**src/rtl/ex20_pkg.sv**
```systemverilog
// ============================================================================
// Module : ex20_pkg
// Brief  : Shared width defaults for the ex20 decoder/activity-counter block.
// Rev    : 1.0
// ============================================================================
`default_nettype none

package ex20_pkg;
    localparam int IN_W_DEF  = 3;
    localparam int CNT_W_DEF = 8;
    localparam int N_OUT     = 2 ** IN_W_DEF;
endpackage

`default_nettype wire

```
**src/rtl/ex20_if.sv**
```systemverilog
// ============================================================================
// Module : ex20_if
// Brief  : Decode, registered-decode and counter read-back signal bundle.
// Rev    : 1.0
// ============================================================================
`default_nettype none

interface ex20_if
    import ex20_pkg::*;
#(
    parameter int IN_W  = IN_W_DEF,
    parameter int CNT_W = CNT_W_DEF
);
    logic                 en;
    logic [IN_W-1:0]      in;
    logic [2**IN_W-1:0]   out;
    logic [2**IN_W-1:0]   out_q;
    logic                 clr;
    logic [IN_W-1:0]      rd_sel;
    logic [CNT_W-1:0]     rd_cnt;
    logic                 any_sat;

    modport master (
        output en, in, clr, rd_sel,
        input  out, out_q, rd_cnt, any_sat
    );

    modport slave (
        input  en, in, clr, rd_sel,
        output out, out_q, rd_cnt, any_sat
    );
endinterface

`default_nettype wire

```
**src/rtl/ex20_dec.sv**
```systemverilog
// ============================================================================
// Module : ex20_dec
// Brief  : Pure combinational one-hot decoder with enable.
// Rev    : 1.0
// ============================================================================
`default_nettype none

module ex20_dec
    import ex20_pkg::*;
#(
    parameter int IN_W = IN_W_DEF
) (
    input  wire logic                en,
    input  wire logic [IN_W-1:0]     in,
    output      logic [2**IN_W-1:0]  out
);
    localparam int NO = 2 ** IN_W;

    assign out = en ? ({{(NO-1){1'b0}}, 1'b1} << in) : '0;
endmodule

`default_nettype wire

```
**src/rtl/ex20.sv**
```systemverilog
// ============================================================================
// Module : ex20
// Brief  : Decoder with registered copy and saturating per-line activity counters.
// Rev    : 1.0
// ============================================================================
`default_nettype none

module ex20
    import ex20_pkg::*;
#(
    parameter int IN_W  = IN_W_DEF,
    parameter int CNT_W = CNT_W_DEF
) (
    input wire logic clk,
    input wire logic rst,
    ex20_if.slave    bus
);
    localparam int               NO      = 2 ** IN_W;
    localparam logic [CNT_W-1:0] CNT_MAX = '1;

    logic [CNT_W-1:0] cnt [NO];
    logic             any_sat;

    ex20_dec #(.IN_W(IN_W)) u_dec (
        .en  (bus.en),
        .in  (bus.in),
        .out (bus.out)
    );

    always_ff @(posedge clk or posedge rst) begin
        if (rst) begin
            bus.out_q <= '0;
        end else begin
            bus.out_q <= bus.out;
        end
    end

    // Clear wins over increment; a saturated line simply holds.
    always_ff @(posedge clk or posedge rst) begin
        if (rst) begin
            for (int i = 0; i < NO; i++) cnt[i] <= '0;
        end else if (bus.clr) begin
            for (int i = 0; i < NO; i++) cnt[i] <= '0;
        end else if (bus.en && (cnt[bus.in] != CNT_MAX)) begin
            cnt[bus.in] <= cnt[bus.in] + 1'b1;
        end
    end

    always_comb begin
        any_sat = 1'b0;
        for (int i = 0; i < NO; i++) begin
            if (cnt[i] == CNT_MAX) any_sat = 1'b1;
        end
    end

    assign bus.rd_cnt  = cnt[bus.rd_sel];
    assign bus.any_sat = any_sat;
endmodule

`default_nettype wire

```
**src/flat_wrapper.sv**
```systemverilog
// flat-port wrapper written by rule: the top's interface ports become plain ports
module ex20_flat import ex20_pkg::*;
#(
    parameter int IN_W  = IN_W_DEF,
    parameter int CNT_W = CNT_W_DEF
)
  (clk, rst, bus_en, bus_in, bus_clr, bus_rd_sel, bus_out, bus_out_q, bus_rd_cnt, bus_any_sat);
  ex20_if #(.IN_W(IN_W), .CNT_W(CNT_W)) bus_i ();
  input wire logic clk;
  input wire logic rst;
  input wire logic [$bits(bus_i.en)-1:0] bus_en;
  input wire logic [$bits(bus_i.in)-1:0] bus_in;
  input wire logic [$bits(bus_i.clr)-1:0] bus_clr;
  input wire logic [$bits(bus_i.rd_sel)-1:0] bus_rd_sel;
  output wire logic [$bits(bus_i.out)-1:0] bus_out;
  output wire logic [$bits(bus_i.out_q)-1:0] bus_out_q;
  output wire logic [$bits(bus_i.rd_cnt)-1:0] bus_rd_cnt;
  output wire logic [$bits(bus_i.any_sat)-1:0] bus_any_sat;
  assign bus_i.en = bus_en;
  assign bus_i.in = bus_in;
  assign bus_i.clr = bus_clr;
  assign bus_i.rd_sel = bus_rd_sel;
  assign bus_out = bus_i.out;
  assign bus_out_q = bus_i.out_q;
  assign bus_rd_cnt = bus_i.rd_cnt;
  assign bus_any_sat = bus_i.any_sat;
  ex20 #(.IN_W(IN_W), .CNT_W(CNT_W)) u_core (.clk(clk), .rst(rst), .bus(bus_i));
endmodule
```
**config.mk**
```make
export PLATFORM = sky130hd
export DESIGN_NAME = ex20_flat
export DESIGN_NICKNAME = d
export VERILOG_FILES = /design/src/rtl/ex20_pkg.sv /design/src/rtl/ex20_if.sv /design/src/rtl/ex20_dec.sv /design/src/rtl/ex20.sv /design/src/flat_wrapper.sv
export SDC_FILE = /design/constraint.sdc
export NUM_CORES = 1
export LEC_CHECK = 0
export CORE_MARGIN = 4
export CORE_UTILIZATION = 50
export DETAILED_ROUTE_END_ITERATION = 8
export GPL_TIMING_DRIVEN = 0
export PLACE_DENSITY_LB_ADDON = 0.25
export SETUP_SLACK_MARGIN = 0.4
export SYNTH_ARGS = -nofsm -noshare
export SYNTH_HDL_FRONTEND = slang
export SYNTH_SLANG_ARGS = --single-unit
```
**constraint.sdc**
```tcl
create_clock -name clk -period 7.65 [get_ports clk]
set_input_delay 1.53 -clock clk [delete_from_list [all_inputs] [get_ports clk]]
set_output_delay 1.53 -clock clk [all_outputs]
set_load 0.02 [all_outputs]
```
==> results.ini, run 1 <==
[min_path]
hold_path_class = reg2reg
hold_path_depth = 2

[worst_setup_path]
critical_path.startpoint_type = input pin
critical_path_required_ns = 6.12
regToRegSetupSlack_ns = 4.36
critPathCaptureType = primary output
worst-r2r-cell-count = 7
critical_path.max_fanout = 10
criticalPathCategory = in2out
crit_arrival_ns = 4.21

[cts]
ctsHtreeMaxLevel = 3
clock-root-buffer = sky130_fd_sc_hd__clkbuf_8
clk_path_buf_depth = 2
tritoncts = built
clock-sinks = 72
worst_setup_hold_path_clk_slew_ns = 0.07
cts_buffers = 9
post_cts.resized_instances = 0
cts.repair_timing.setup_buffer_count = 0
worstSkewPairLatency_ns = 0.36
postCtsHoldBufs = 0

[power]
ir_drop_v = 0.0000851
reg_power_share_pct = 49.1
cell_internal_pwr_mw = 0.585
clkPwrFrac_pct = 39.3
power.leakage_nw = 1.99
powerDensity_mw_per_mm2 = 156
power_switching_share_pct = 26.7
reported_net_switching_power_mw = 0.213
combPwrFrac_pct = 11.6

[timing]
worst_clock_skew_ns = 0.0106
post-route-period-util_pct = 75.0
max_clock_freq_ghz = 0.174
hold_viol = 0
slew_headroom_pct = 36.9
final.setup.tns_ns = 0
setup_viol_count_final = 0
final.min_clock_period_ns = 5.74
grt_setup_unrepaired = no
slew_viol_final = 0
worst_pin_slew_ns = 0.920

[route]
ant_nets = 0
wl_per_cell_um = 25.1
vias_per_cell = 7.28
drc = 0
totalWireLength_mm = 15.1
dr.pass1.iters = 6
drt_iter0_drc = 564
detailroute.via_count = 4363

[job]
max-cap-violations = 0

[floorplan]
floorplan.rows = 34
floorplan.initialDensity_pct = 51.6
die_h_um = 103
io_pins = 35
chipWidth_um = 103
core_sq_mm = 0.00872
design.die.area_sq_mm = 0.0106

[grt]
grt.met1_usage_pct = 42.8
grt_pass1_wl_mm = 23.8
number_of_antenna_violations_at_the_first_check_in_global_routing = 0
vias_in_the_first_global_route = 4219
globalRoute.totalOverflow = 0
track_usage_pct = 30.3
busiest_layer = met2
grt_start_max_net_pins = 73
use_met3_pct = 5.89
grtUsageMet2_pct = 45.2

[yosys]
synthArstFlopShare_pct = 100
synth_simple_gate_area_share_pct = 17.7
ys.flop_type = sky130_fd_sc_hd__dfrtp_1
synth_compound_area_share_pct = 15.9
synthesis.yosys.warnings = 0
synth_top_family_by_area = multiplexers
synth.net_count = 457
yosys.area_share.adder_pct = 0.278
post_synth_num_cell_types = 42
synth_seq_area_share_pct = 40.1
postSynthAreaPerCell_sq_um = 10.1
post_synth_mux_area_share_pct = 21.3
post_synth_xor_area_fraction_pct = 0.195
netlist_instances = 446
synth_edf_count = 0
synth_area_sq_mm = 0.00450
synth_seq_cells = 72

[layout]
nFillCells = 733
finalNonFillerCells = 599
diodes = 0
nets = 497
area_growth_pct = 13.9
post_route_cells_drive_above_1_share_pct = 15.5
layout_commonest_cell = sky130_fd_sc_hd__dfrtp_1
top_library_cells_by_usage_in_the_layout_fill_and_taps_aside = sky130_fd_sc_hd__dfrtp_1 (72), sky130_fd_sc_hd__o21ai_0 (38), sky130_fd_sc_hd__nor3_1 (34)

[placement]
dpl.hpwl_mm = 10.8
place.port_buffers = 29
final_wtd_congestion = 1.01
dp.cells = 583

[run_status]
run_status = finished clean

==> flip-flops by register name (all words and copies together) (netlist names) <==
register	flops
u_core.bus.out_q	8
u_core.cnt	64
==> synthesized netlist by cell type (all sizes together), types with 3 or more instances <==
| cell type | count | share of area (%) |
|---|---|---|
| inv | 11 | 0.92 |
| buf | 11 | 1.3 |
| o211ai | 23 | 3.8 |
| nor2 | 21 | 1.8 |
| dfrtp | 72 | 40 |
| a21oi | 11 | 1.2 |
| nand3 | 22 | 2.4 |
| a31oi | 17 | 2.4 |
| clkbuf | 27 | 2.3 |
| mux4 | 26 | 13 |
| or3 | 9 | 1.3 |
| a31o | 14 | 2.7 |
| nor2b | 3 | 0.42 |
| nor3 | 34 | 3.8 |
| mux2i | 22 | 4.9 |
| mux2 | 13 | 3.3 |
| o21ai | 39 | 4.3 |
| nor4 | 14 | 2.6 |
| nand2 | 22 | 1.8 |
| nand4 | 17 | 2.4 |
==> metal layers <==
| layer | vias to the layer above | share of wire (%) |
|---|---|---|
| met3 | 77 | 12 |
| met2 | 342 | 44 |
| met4 | 0 | 4.1 |
| met5 | - | 0 |
| met1 | 2126 | 40 |
| li1 | 1818 | - |
==> through the flow <==
stage          setup slack [ns]  instance area (sq um)  util, %  hold slack (ns)  power, mW
2_1_floorplan              2.79                   4500        -            0.516      0.458
3_3_place_gp               1.93                   4920     56.5            0.555      0.488
3_5_place_dp               1.92                   4930     56.5            0.566      0.490
4_1_cts                    1.91                   5120     58.8            0.584      0.797
5_1_grt                    1.74                   5120     58.8            0.605      0.820
6_report                   1.91                   5120     58.8            0.587      0.798
==> critical path, stage by stage <==
cell,delay [ns]
sky130_fd_sc_hd__clkdlybuf4s50_1,0.49
sky130_fd_sc_hd__buf_6,0.20
sky130_fd_sc_hd__buf_4,0.21
sky130_fd_sc_hd__buf_4,0.20
sky130_fd_sc_hd__nor2b_1,0.30
sky130_fd_sc_hd__nand2_1,0.32
sky130_fd_sc_hd__inv_1,0.30
sky130_fd_sc_hd__clkdlybuf4s50_1,0.66
==> final cells by class <==
cell class,count,area [sq um],area share [%]
Clock inverter,3,40.0,0.781
Timing Repair Buffer,29,290,5.66
Inverter,12,47.5,0.928
Clock buffer,13,159,3.10
Multi-Input combinational cell,324,2490,48.6
Sequential cell,72,1800,35.2
Buffer,38,161,3.15
Tap cell,108,135,2.64
==> worst paths after layout <==
check                                                 from                             to
worst max-delay path                             bus_in[0]                     bus_out[0]
worst min-delay path            u_core.cnt[60]$_DFFE_PP0P_     u_core.cnt[60]$_DFFE_PP0P_
worst max register to register  u_core.cnt[38]$_DFFE_PP0P_     u_core.cnt[48]$_DFFE_PP0P_
worst min register to register  u_core.cnt[60]$_DFFE_PP0P_     u_core.cnt[60]$_DFFE_PP0P_
max in group asynchronous                              rst     u_core.cnt[42]$_DFFE_PP0P_
min in group asynchronous                              rst  u_core.bus.out_q[4]$_DFF_PP0_
==> power by group through the flow <==
stage	clock (mW)	sequential [mW]	combinational, mW
floorplan	0	0.398	0.0600
global placement	0	0.399	0.0886
finish	0.314	0.392	0.0922
CTS	0.315	0.392	0.0906
detailed placement	0	0.399	0.0903
global route	0.328	0.393	0.0989
==> cells by family (layout without fill, tap and decap cells) <==
kind of cell,Yosys count,count (layout)
xor+xnor,1,1
mux,61,61
flops,72,72
compound gates,111,111
simple gates,150,150
fa+ha+maj,1,1
buf+inv,50,95
Power figures use the tool's default switching activity.
==> run 2: changes to the inputs <==
clock period = 5.85 ns   (was 7.65 ns; I/O delays follow)
==> results of run 2 <==
The final DEF is identical to that of run 1. Status: finished clean.
Main changes from that run: setup slack after placement 1.92 ns -> 0.836 ns; setup slack after layout 1.91 ns -> 0.834 ns; register-to-register setup slack 4.36 ns -> 2.56 ns; total power 0.798 mW -> 1.04 mW; worst IR drop on VDD 0.0000851 V -> 0.000111 V
